File: src/rtl/temp_sensor_pkg.sv
// rtl/temp_sensor_pkg.sv - shared constants and types for the temperature sensor register path
package temp_sensor_pkg;

    localparam int DATA_W_DEFAULT = 16;

    localparam logic [2:0] ADDR_IDLE    = 3'b000;
    localparam logic [2:0] ADDR_STATUS  = 3'b001;
    localparam logic [2:0] ADDR_SENSOR0 = 3'b010;
    localparam logic [2:0] ADDR_SENSOR1 = 3'b011;

    typedef enum logic [1:0] {
        ST_IDLE  = 2'd0,
        ST_ACCUM = 2'd1,
        ST_WRITE = 2'd2
    } fsm_state_t;

endpackage

File: src/rtl/sample_accumulator.sv
// rtl/sample_accumulator.sv - power-of-two batch accumulator with sample counter
module sample_accumulator #(
    parameter int DATA_W       = 16,
    parameter int SAMPLES_LOG2 = 2
) (
    input  logic                           clk,
    input  logic                           reset,
    input  logic                           clear,
    input  logic                           add_en,
    input  logic [DATA_W-1:0]              add_data,
    output logic [DATA_W+SAMPLES_LOG2-1:0] sum,
    output logic                           batch_done
);

    localparam int ACC_W = DATA_W + SAMPLES_LOG2;
    localparam int CNT_W = SAMPLES_LOG2 + 1;
    localparam int N     = 1 << SAMPLES_LOG2;

    logic [ACC_W-1:0] acc;
    logic [CNT_W-1:0] count;

    // sum includes the sample being offered now, so the owner can capture the
    // full batch total on the same edge that accepts the last sample
    always_comb begin
        sum        = acc + ACC_W'(add_data);
        batch_done = add_en && (count == CNT_W'(N - 1));
    end

    // running total and sample count; both restart after a full batch
    always_ff @(posedge clk or posedge reset) begin
        if (reset) begin
            acc   <= '0;
            count <= '0;
        end else if (clear || batch_done) begin
            acc   <= '0;
            count <= '0;
        end else if (add_en) begin
            acc   <= sum;
            count <= count + 1'b1;
        end
    end

endmodule

File: src/rtl/temp_sample_writer.sv
// rtl/temp_sample_writer.sv - averages sample batches and writes them to the sensor register
module temp_sample_writer
    import temp_sensor_pkg::*;
#(
    parameter int         DATA_W       = DATA_W_DEFAULT,
    parameter int         SAMPLES_LOG2 = 2,
    parameter logic [2:0] SENSOR_ADDR  = ADDR_SENSOR0
) (
    input  logic              clk,
    input  logic              reset,
    input  logic              enable,
    input  logic              sample_valid,
    input  logic [DATA_W-1:0] sample_data,
    output logic              sample_ready,
    output logic              write,
    output logic [2:0]        address,
    output logic [DATA_W-1:0] wr_data,
    output logic [7:0]        wr_count
);

    localparam int ACC_W = DATA_W + SAMPLES_LOG2;

    fsm_state_t       state;
    fsm_state_t       state_next;
    logic             accept;
    logic             acc_clear;
    logic             batch_done;
    logic [ACC_W-1:0] batch_sum;

    sample_accumulator #(
        .DATA_W       (DATA_W),
        .SAMPLES_LOG2 (SAMPLES_LOG2)
    ) u_acc (
        .clk        (clk),
        .reset      (reset),
        .clear      (acc_clear),
        .add_en     (accept),
        .add_data   (sample_data),
        .sum        (batch_sum),
        .batch_done (batch_done)
    );

    // state register
    always_ff @(posedge clk or posedge reset) begin
        if (reset) begin
            state <= ST_IDLE;
        end else begin
            state <= state_next;
        end
    end

    // next state and handshake/strobe outputs; ready is gated by enable so
    // no sample is handshaken in the cycle that abandons the batch
    always_comb begin
        state_next   = state;
        sample_ready = 1'b0;
        write        = 1'b0;
        address      = ADDR_IDLE;
        acc_clear    = 1'b1;
        case (state)
            ST_IDLE: begin
                if (enable) state_next = ST_ACCUM;
            end
            ST_ACCUM: begin
                sample_ready = enable;
                acc_clear    = !enable;
                if (!enable) begin
                    state_next = ST_IDLE;
                end else if (sample_valid && batch_done) begin
                    state_next = ST_WRITE;
                end
            end
            ST_WRITE: begin
                write      = 1'b1;
                address    = SENSOR_ADDR;
                state_next = enable ? ST_ACCUM : ST_IDLE;
            end
            default: state_next = ST_IDLE;
        endcase
        accept = sample_ready && sample_valid;
    end

    // average and write counter are captured on the edge that enters WRITE
    always_ff @(posedge clk or posedge reset) begin
        if (reset) begin
            wr_data  <= '0;
            wr_count <= '0;
        end else if (accept && batch_done) begin
            wr_data  <= DATA_W'(batch_sum >> SAMPLES_LOG2);
            wr_count <= wr_count + 8'd1;
        end
    end

endmodule
File: config.mk
export PLATFORM = sky130hd
export DESIGN_NAME = temp_sample_writer
export DESIGN_NICKNAME = d
export VERILOG_FILES = /design/src/rtl/temp_sensor_pkg.sv /design/src/rtl/sample_accumulator.sv /design/src/rtl/temp_sample_writer.sv
export SDC_FILE = /design/constraint.sdc
export NUM_CORES = 1
export LEC_CHECK = 0
export ABC_CLOCK_PERIOD_IN_PS = 3900
export CAP_MARGIN = 20
export CORE_MARGIN = 5
export CORE_UTILIZATION = 35
export CTS_BUF_LIST = sky130_fd_sc_hd__clkbuf_16
export CTS_CLUSTER_DIAMETER = 200
export CTS_CLUSTER_SIZE = 40
export DETAILED_ROUTE_END_ITERATION = 16
export GPL_TIMING_DRIVEN = 0
export SYNTH_ARGS = -nofsm -noshare
export SYNTH_HDL_FRONTEND = slang
export SYNTH_SLANG_ARGS = --single-unit
File: constraint.sdc
create_clock -name clk -period 3.9 [get_ports clk]
set_input_delay 0.78 -clock clk [delete_from_list [all_inputs] [get_ports clk]]
set_output_delay 0.78 -clock clk [all_outputs]
set_load 0.02 [all_outputs]
## Word-level counts from Yosys, hierarchy flattened

Cells that the tools add are included.

| storage, ports and cells | value |
|---|---|
| input bits | 20 |
| bits in latches | 0 |
| bits in read-only memories | 0 |
| flip-flop bits (word level) | 47 |
| memory bits (writable) | 0 |
| memories kept | 0 |

| operators by class | value |
|---|---|
| bitwise gates (word level) | 0 |
| add/sub/neg operators | 3 |
| shift operators | 0 |
| multiplexer cells | 13 |
| reduce and logical (&&, ||, !) cells | 9 |
| $lt $le $gt $ge | 0 |
| equal/unequal tests | 5 |
| multiply operators | 0 |
| divide/modulo/power cells | 0 |

Operators with widths:

| operator | number |
|---|---|
| $mux 18 | 2 |
| $add 18x16->18 | 1 |
| $add 8x1->8 const B | 1 |
| $mux 2 | 4 |
| $mux 3 | 2 |
| $pmux 2 s3 | 1 |
| $logic_and 1x1->1 | 4 |
| $mux 1 | 4 |
| $add 3x1->3 const B | 1 |
| $eq 3x2->1 const B | 1 |
| $ne 3x3->1 const B | 1 |
| $eq 2x1->1 const B | 1 |
| $eq 2x2->1 const B | 1 |
| $logic_not 2->1 | 1 |
| $ne 2x2->1 const B | 1 |
| $reduce_and 2->1 | 1 |
| $reduce_bool 2->1 | 1 |
| $logic_not 1->1 | 1 |
| $logic_or 1x1->1 | 1 |

## Longest topological paths before layout

Gate-level depths: netlist of the first run.

| logic depth | value |
|---|---|
| depth in word-level cells | 8 |
| depth in mapped cells | 8 |

## Hierarchy

Synthesis of the first run repeated with hierarchy kept, for this count alone.

| second synthesis, totals | value |
|---|---|
| cells, all modules | 252 |
| area, all modules | 2,758.9 sq um |

By module, submodules not included:

| module | area each (sq um) | instances | cells each | sequential area each (sq um) |
|---|---|---|---|---|
| sample_accumulator | 1,617.8 | 1 | 173 | 525.5 |
| temp_sample_writer | 1,141.1 | 1 | 79 | 650.6 |

## Worst setup path before layout of the first run

OpenSTA, ideal clock, no wires.

| path | value |
|---|---|
| kind | input-to-reg |
| start | input port sample_data[0] |
| end | register wr_data[12] |
| cell stages on the path | 8 |
| library setup time | 0.125 ns |
| required time | 3.775 ns |
| setup slack | 1.106 ns |
| data arrival time | 2.669 ns |
| cells stage by stage | ha_1 fa_1 a21o_2 a221oi_4 a21oi_2 o41ai_2 xnor2_1 mux2_4 |

| between the ends | value |
|---|---|
| cells in the longest elaborated chain, start to end | 1 |

RTL lines:

| what | line | text |
|---|---|---|
| start, declared | temp_sample_writer.sv:13 | `input logic [DATA_W-1:0] sample_data,` |
| $add 18x16->18 | sample_accumulator.sv:25 | `sum = acc + ACC_W'(add_data);` |
| end signal, assigned | temp_sample_writer.sv:89 | `wr_data <= DATA_W'(batch_sum >> SAMPLES_LOG2);` |
| end, declared | temp_sample_writer.sv:17 | `output logic [DATA_W-1:0] wr_data,` |

No other way between the ends.
A chain may end at the register's enable or synchronous reset.

## Final worst setup path of the first run

Same ends and word-level chain as after synthesis.

==> flow_metrics.tcl, run 1 <==
set metrics [dict create \
    status "completed" \
    muxShareOfSynthArea 0.0299 \
    cts_setup_buffers 0 \
    initial_core_util 0.355 \
    synth_top_cell_area_share 0.433 \
    drv_cap 0 \
    end_kind "flip-flop" \
    yosys-top-cells-area "dfrtp_1 (43%), ha_1 (8.8%), nand2_1 (5.5%)" \
    grt_setup_unrepaired "no" \
    maxSlewHeadroom 0.648 \
    drive_above_1_share 0.0890 \
    grt_usage 0.132 \
    p_per_area_mw_per_mm2 321 \
    tightest_slew_ns 0.529 \
    yosysWarningCount 0 \
    syn_area_per_cell_um2 10.1 \
    yosys.area_share.adder 0.0949 \
    critPathRequiredTime_ns 4.07 \
    fmax_mhz 317 \
    placed_cell_area_mm2 0.00333 \
    wl_per_cell_um 14.3 \
    synth_top_family_by_area "compound AO/OA/AOI/OAI gates" \
    drtAntennaViolNets 0 \
    period_minus_slack_ns 3.15 \
    cts_hold_buf 0 \
    grt-busiest-layer "met2" \
    dieArea_mm2 0.00962 \
    finalSetupViolations 0 \
    fin_crit_sh 0.808 \
    area_growth_pct 27.9 \
    synth_cells 270 \
    startpoint_type "primary input" \
    path_clk_slew_ns 0.07 \
    synth_edf_count 0 \
    dr.pass1.iters 4 \
    clockBufferDepth 2 \
    synthSimpleGateAreaFrac 0.139 \
    cts_resized 0 \
    tns_ns 0 \
    grt_start_max_net_pins 27 \
    grt_pass1_wl_um 10400 \
    drtIter0Drc 103 \
    hold_violations 0 \
    grt_use_met3 0.0336 \
    gp_congestion 0.895 \
    synth.distinct_cells 52 \
    path_class "primary input to flip-flop" \
    grt.overflow.total 0 \
    total_power_mw 1.11 \
    worst_hold_path_type "flip-flop to flip-flop" \
    diodes 0 \
    drt-vias-per-instance 5.03 \
    drt-total-wl_um 6140 \
    portBuffers 46 \
    antenna_found_initial 0 \
    cts_tree "done" \
    cts_root_buf "clkbuf_16" \
    crit_fanout 4 \
    rows 32 \
    met1_usage 0.176 \
    insertion_delay_ns 0.29 \
    ir_worst_vdd_uv 240 \
    grt_pass1_vias 2142 \
    cts_sinks 47 \
    skew_ns 0.00620 \
    setup_slack_ns 0.749 \
    synth_xor_area_frac 0.0677 \
    numCtsBuffers 5 \
    nNetsFinal 365 \
    syn_area_mm2 0.00272 \
    synthArstFlopShare 1.00 \
    leakage_nw 1.63 \
    seq_area_frac_synth 0.433 \
    crit_arrival_ns 3.32 \
    dp_hpwl_um 4650 \
    ys_seq_elements 47 \
    post-route-util 0.454 \
    die_h_um 98.1 \
    ios 49 \
    synth_compound_area_frac 0.198 \
    core_mm2 0.00765 \
    dpl_worst_slack_ns 0.459 \
    yosysTopAreaCell "dfrtp_1" \
    final_area_mm2 0.00347 \
    dieWidth_um 98.1 \
    synthFlopType "dfrtp_1" \
    slew_viol_final 0 \
    drc 0 \
    globalRouteMet2Util 0.214 \
    cts.htree.levels 2 \
    dr_total_vias 2153 \
]
==> critical path, stage by stage <==
cell and delay (ns):
clkdlybuf4s50_1 0.41, ha_1 0.22, fa_1 0.40, a21o_2 0.26
a221oi_4 0.33, a21oi_2 0.14, o41ai_2 0.36, xnor2_1 0.14
mux2_4 0.27
==> cells by family after synthesis <==
kind of cell | Yosys count
AOI/OAI and AO/OA | 72
xor gates and xnor gates | 21
adders and majority gates | 20
buffers and inverters | 21
DFF | 47
muxes | 7
other | 1
and+or+nand+nor | 81
==> synthesized netlist by cell type, types with 2 or more instances <==
library cell / number
dfrtp_1: 47
nand2_1: 40
ha_1: 19
a21oi_1: 17
xnor2_1: 16
a22o_1: 15
o21ai_0: 12
nor2_1: 10
inv_1: 9
clkbuf_1: 7
nand3_1: 7
mux2_2: 5
nand4_1: 5
xor2_1: 5
a21o_1: 4
a31oi_1: 4
and3_1: 4
buf_4: 3
nor2b_1: 3
a21o_2: 2
and2_1: 2
nor3_1: 2
o21bai_1: 2
or3_1: 2
==> area by class of cell <==
type	instances	area (µm²)
Buffer	12	66.3
Clock inverter	3	20.0
Timing Repair Buffer	47	480
Sequential cell	47	1180
Tap cell	102	128
Inverter	9	33.8
Fill cell	735	4170
Multi-Input combinational cell	203	1440
Clock buffer	5	125
==> state kept, by name (all words and copies together) (netlist names) <==
register	cells
u_acc.acc	18
wr_data	16
wr_count	8
u_acc.count	3
state	2
==> stage by stage <==
step / hold WS, ns / std cells
after detailed placement: 0.465 / 420
final: 0.474 / 428
after global routing: 0.488 / 428
after floorplan: 0.450 / 271
after CTS: 0.478 / 428
after global placement: 0.461 / 419
==> where the power goes <==
group,leakage [nW],switching [mW],internal (mW)
Sequential,0.649,0.00735,0.499
Clock,0.0674,0.193,0.237
Combinational,0.916,0.100,0.0785
Total,1.63,0.300,0.814
==> per-layer routing <==
layer | share of wire | vias to the layer above
met1 | 0.47 | 1028
met2 | 0.47 | 46
met4 | 0.0081 | 0
li1 | - | 1075
met3 | 0.049 | 4
met5 | 0 | -
==> worst paths after layout <==
| kind | startpoint | slack, ns | cells past startpoint | to |
|---|---|---|---|---|
| max | sample_data[0] | 0.75 | 9 | wr_data[12] |
| min | wr_count[7] | 0.47 | 1 | wr_count[7] |
| max reg2reg | u_acc.acc[0] | 1.28 | 8 | wr_data[12] |
| min reg2reg | wr_count[7] | 0.47 | 1 | wr_count[7] |
| max in group asynchronous | reset | 2.54 | 3 | u_acc.acc[12] |
| min in group asynchronous | reset | 0.83 | 2 | wr_count[0] |
==> placed cells by master (no fill, tap or decap), types with 2 or more instances in the layout <==
cell type         n
buf_4             3
a21o_2            2
ha_1             19
dfrtp_1          47
and2_1            2
clkbuf_16         5
a22o_1           15
xor2_1            5
conb_1            2
nand2_1          40
clkbuf_1          7
o21ai_0          12
mux2_2            5
clkdlybuf4s50_1  46
nor3_1            2
a31oi_1           4
nor2_1           10
nand3_1           7
nand4_1           5
or3_1             2
o21bai_1          2
inv_1             8
a21oi_1          17
xnor2_1          16
nor2b_1           3
a21o_1            4
and3_1            4
Power figures use the tool's default switching activity.
==> run 2, diff against run 1 <==
--- a/config.mk
+++ b/config.mk
@@ -5,7 +5,7 @@
 export SDC_FILE = /design/constraint.sdc
 export NUM_CORES = 1
 export LEC_CHECK = 0
-export ABC_CLOCK_PERIOD_IN_PS = 3900
+export ABC_CLOCK_PERIOD_IN_PS = 2800
 export CAP_MARGIN = 20
 export CORE_MARGIN = 5
 export CORE_UTILIZATION = 35
==> constraint.sdc (replaced) <==
create_clock -name clk -period 2.8 [get_ports clk]
set_input_delay 0.56 -clock clk [delete_from_list [all_inputs] [get_ports clk]]
set_output_delay 0.56 -clock clk [all_outputs]
set_load 0.02 [all_outputs]
==> flow_metrics.tcl, run 2 (synthesis results as in run 1) <==
set metrics [dict create \
    path_clk_slew_ns 0.07 \
    r2r_end "wr_data[8]" \
    cp-endpoint "wr_data[13]" \
    grt_start_max_net_pins 27 \
    post-route-util 0.459 \
    clockBufferDepth 2 \
    worst_hold_path_type "flip-flop to flip-flop" \
    cp_num_cells 8 \
    comb_power_share 0.164 \
    critPathTopFamily "compound AO/OA/AOI/OAI gates" \
    diodes 0 \
    dieArea_mm2 0.00962 \
    hold_violations 0 \
    fin_crit_sh 0.951 \
    setup_slack_ns 0.136 \
    drc 0 \
    crit_arrival_ns 2.83 \
    nNetsFinal 368 \
    seqPwrFrac 0.454 \
    largest_register_ffs 18 \
    switchingPower_uw 415 \
    switching_share 0.267 \
    wl_per_cell_um 14.4 \
    rows 32 \
    slew_viol_final 0 \
    largest_registers "u_acc.acc (18), wr_data (16), wr_count (8)" \
    dieWidth_um 98.1 \
    p_per_area_mw_per_mm2 442 \
    finalSetupViolations 0 \
    drive_above_1_share 0.103 \
    internal_power_mw 1.14 \
    ff2ff_setup_slack_ns 0.33 \
    crit_start "sample_data[4]" \
    antenna_found_initial 0 \
    period_minus_slack_ns 2.66 \
    dr_total_vias 2181 \
    portBuffers 46 \
    clkPwrFrac 0.382 \
    tightest_slew_ns 0.526 \
    drtIter0Drc 117 \
    fmax_mhz 375 \
    dpl_worst_slack_ns -0.421 \
    insertion_delay_ns 0.29 \
    crit_chain "clkdlybuf4s50_1 > ha_1 > nand3_1 > o211ai_2 > a21boi_1 > o31a_1 > and4_1 > or3_1" \
    slowest_stage "clkdlybuf4s50_1" \
    drv_cap 0 \
    drt-total-wl_um 6200 \
    critPathRequiredTime_ns 2.97 \
    slowest_delay_ns 0.41 \
    drt-vias-per-instance 5.06 \
    layout_common_cells "dfrtp_1 (47), clkdlybuf4s50_1 (45), nand2_1 (40), ha_1 (18), a21oi_1 (17)" \
    cts_tree "done" \
    grt_setup_unrepaired "no" \
    r2r-start "u_acc.acc[0]" \
    numCtsBuffers 5 \
    num-fill-cells 736 \
    die_h_um 98.1 \
    gp_congestion 0.895 \
    cts_root_buf "clkbuf_16" \
    end_kind "flip-flop" \
    regMostFlops "u_acc.acc" \
    status "completed" \
    grt_pass1_wl_um 10500 \
    maxSlewHeadroom 0.649 \
    ir_worst_vdd_uv 331 \
    startpoint_type "primary input" \
    skew_ns 0.00768 \
    core_mm2 0.00765 \
    leakage_nw 1.65 \
    hold-worst-slack_ns 0.474 \
    cts.htree.levels 2 \
    grt_pass1_vias 2148 \
    cp_num_buf_inv 1 \
    area_growth_pct 29.3 \
    initial_core_util 0.355 \
    cts_sinks 47 \
    crit_fanout 6 \
    grt.overflow.total 0 \
    grt_usage 0.133 \
    ios 49 \
    path_class "primary input to flip-flop" \
    reg2reg_depth 9 \
    dr.pass1.iters 4 \
    drtAntennaViolNets 0 \
    final_common_cell "dfrtp_1" \
    dp_hpwl_um 4650 \
]
[run 2: layout make-up]
type	instances	area, µm²	share of cell area
clock buffers	5	125	0.0356
multi-input cells	203	1460	0.415
repair buffers	50	505	0.144
plain buffers	12	66.3	0.0189
well taps	102	128	0.0363
inverters	9	33.8	0.00962
flip-flops and latches	47	1180	0.335
clock inverters	3	20.0	0.00570
[run 2: through the flow]
step	instances	power, mW	area, µm²	TNS (ns)
floorplan	271	0.884	2720	0
global placement	419	0.960	3310	-2.18
detailed placement	420	0.966	3330	-2.38
CTS	430	1.57	3490	0
global route	431	1.63	3510	0
finish	431	1.55	3510	0
[run 2: power groups by stage]
stage               registers, mW  clock network, mW  logic, mW
finish                      0.705              0.593      0.254
global route                0.707              0.643      0.283
CTS                         0.705              0.614      0.253
detailed placement          0.718                  0      0.248
global placement            0.717                  0      0.243
floorplan                   0.720                  0      0.164
[run 2: metal layers]
metal	routed length, µm	global-route usage	up-vias
met1	2950	0.178	1038
met4	71	0.0351	0
met2	2900	0.217	52
li1	-	-	1085
met3	278	0.0329	6
met5	0	0	-
[run 2: worst min-delay path by stage]
stage | startpoint | endpoint | slack [ns] | cells after the start
5_1_grt | wr_count[7] | wr_count[7] | 0.49 | 1
3_3_place_gp | u_acc.count[2] | u_acc.count[2] | 0.46 | 2
2_1_floorplan | u_acc.count[2] | u_acc.count[2] | 0.45 | 2
6_report | wr_count[7] | wr_count[7] | 0.47 | 1
3_5_place_dp | wr_data[2] | wr_data[2] | 0.47 | 2
4_1_cts | wr_count[7] | wr_count[7] | 0.48 | 1
[run 2: timing repair]
action	CTS	global route
resized for setup	1	4
setup endpoints to repair	2	4
hold buffers	0	0
setup buffers	2	1
pin swaps	3	6
==> run 3, diff against run 2 <==
--- a/config.mk
+++ b/config.mk
@@ -7,13 +7,14 @@
 export LEC_CHECK = 0
 export ABC_CLOCK_PERIOD_IN_PS = 2800
 export CAP_MARGIN = 20
-export CORE_MARGIN = 5
+export CORE_MARGIN = 2
 export CORE_UTILIZATION = 35
 export CTS_BUF_LIST = sky130_fd_sc_hd__clkbuf_16
 export CTS_CLUSTER_DIAMETER = 200
 export CTS_CLUSTER_SIZE = 40
 export DETAILED_ROUTE_END_ITERATION = 16
 export GPL_TIMING_DRIVEN = 0
+export HOLD_SLACK_MARGIN = 0.08
 export SYNTH_ARGS = -nofsm -noshare
 export SYNTH_HDL_FRONTEND = slang
 export SYNTH_SLANG_ARGS = --single-unit
==> flow_metrics.tcl, run 3 (synthesis results as in run 1) <==
set metrics [dict create \
    leakage_nw 1.65 \
    cp_num_cells 8 \
    drtIter0Drc 154 \
    tightest_slew_ns 0.536 \
    period_minus_slack_ns 2.73 \
    core_mm2 0.00761 \
    hold_violations 0 \
    slowest_delay_ns 0.47 \
    worst_hold_path_type "flip-flop to flip-flop" \
    grt_pass1_wl_um 10400 \
    drive_above_1_share 0.103 \
    reg2reg_depth 8 \
    largest_registers "u_acc.acc (18), wr_data (16), wr_count (8)" \
    grt_start_max_net_pins 27 \
    insertion_delay_ns 0.29 \
    wl_per_cell_um 13.9 \
    dieWidth_um 92.1 \
    gp_congestion 0.826 \
    diodes 0 \
    nNetsFinal 368 \
    ir_worst_vdd_uv 290 \
    drt-total-wl_um 6000 \
    num-fill-cells 741 \
    cts.htree.levels 2 \
    slew_viol_final 0 \
    largest_register_ffs 18 \
    p_per_area_mw_per_mm2 441 \
    portBuffers 46 \
    dr.pass1.iters 4 \
    crit_arrival_ns 2.89 \
    path_clk_slew_ns 0.07 \
    cp_num_buf_inv 1 \
    regMostFlops "u_acc.acc" \
    skew_ns 0.00813 \
    startpoint_type "primary input" \
    path_class "primary input to flip-flop" \
    slowest_stage "clkdlybuf4s50_1" \
    die_h_um 92.1 \
    post-route-util 0.461 \
    drc 0 \
    critPathTopFamily "compound AO/OA/AOI/OAI gates" \
    drtAntennaViolNets 0 \
    final_common_cell "dfrtp_1" \
    drt-vias-per-instance 5.05 \
    rows 32 \
    maxSlewHeadroom 0.642 \
    setup_slack_ns 0.0738 \
    initial_core_util 0.357 \
    antenna_found_initial 0 \
    cts_tree "done" \
    grt_setup_unrepaired "no" \
    cts_root_buf "clkbuf_16" \
    status "completed" \
    cts_hold_buf 0 \
    drv_cap 0 \
    crit_chain "clkdlybuf4s50_1 > fa_2 > a21o_4 > a221oi_4 > a21oi_2 > o41ai_2 > xnor2_1 > mux2_4" \
    critPathRequiredTime_ns 2.97 \
    end_kind "flip-flop" \
    cts_sinks 47 \
    clockBufferDepth 2 \
    total_power_mw 1.55 \
    dr_total_vias 2177 \
    dpl_worst_slack_ns -0.429 \
    crit_fanout 2 \
    dieArea_mm2 0.00848 \
    fmax_mhz 367 \
    grt_pass1_vias 2204 \
    final_cells 431 \
    ff2ff_setup_slack_ns 0.28 \
    finalSetupViolations 0 \
    fin_crit_sh 0.974 \
    grt_usage 0.152 \
    numCtsBuffers 5 \
    ios 49 \
    grt.overflow.total 0 \
    min_path_cells 1 \
    dp_hpwl_um 4430 \
    layout_common_cells "dfrtp_1 (47), clkdlybuf4s50_1 (45), nand2_1 (40), ha_1 (18), a21oi_1 (17)" \
    area_growth_pct 29.1 \
    dp_cells 420 \
]
run 3: what timing repair did:
item                                    4_1_cts  5_1_grt
resized for setup                             1        3
endpoints found under the setup margin        2        7
setup buffers                                 3        0
pin swaps                                     5        7
run 3: final cells by class:
type / count / area, µm² / area share
buffer: 12 / 66.3 / 0.0189
sequential: 47 / 1180 / 0.335
tap: 102 / 128 / 0.0364
clock buffer: 5 / 125 / 0.0357
multi-input combinational: 203 / 1460 / 0.415
timing repair buffer: 50 / 505 / 0.144
inverter: 9 / 33.8 / 0.00964
clock inverter: 3 / 16.3 / 0.00464
run 3: worst paths after layout:
| check | from | end |
|---|---|---|
| min in group asynchronous | reset | wr_count[3] |
| hold reg to reg | wr_count[7] | wr_count[7] |
| setup / recovery | sample_data[1] | wr_data[12] |
| setup reg to reg | u_acc.acc[0] | wr_data[12] |
| max in group asynchronous | reset | wr_data[6] |
| hold / removal | wr_count[7] | wr_count[7] |
run 3: through the flow:
| step | cell area (µm²) | hold slack, ns | TNS, ns |
|---|---|---|---|
| 3_5_place_dp | 3330 | 0.460 | -2.18 |
| 5_1_grt | 3510 | 0.492 | 0 |
| 4_1_cts | 3490 | 0.474 | 0 |
| 2_1_floorplan | 2720 | 0.450 | 0 |
| 6_report | 3510 | 0.471 | 0 |
| 3_3_place_gp | 3310 | 0.460 | -2.16 |
run 3: report_power, final:
| part | internal (mW) | switching (mW) |
|---|---|---|
| clock network | 0.327 | 0.262 |
| registers | 0.695 | 0.0105 |
| logic | 0.112 | 0.141 |
| total | 1.13 | 0.413 |
run 3: worst register-to-register path, delay by kind of cell (launching register included):
family / cells / cell delay [ns]
xor+xnor: 1 / 0.15
compound gates: 4 / 1.01
flops: 1 / 0.39
mux: 1 / 0.27
fa+ha+maj: 2 / 0.58
run 3: routing by layer:
| metal | vias to the layer above | GRT usage | part of all wire |
|---|---|---|---|
| li1 | 1084 | - | - |
| met1 | 1036 | 0.209 | 0.49 |
| met2 | 50 | 0.247 | 0.46 |
| met3 | 7 | 0.0255 | 0.034 |
| met4 | 0 | 0.0398 | 0.011 |
| met5 | - | 0 | 0 |
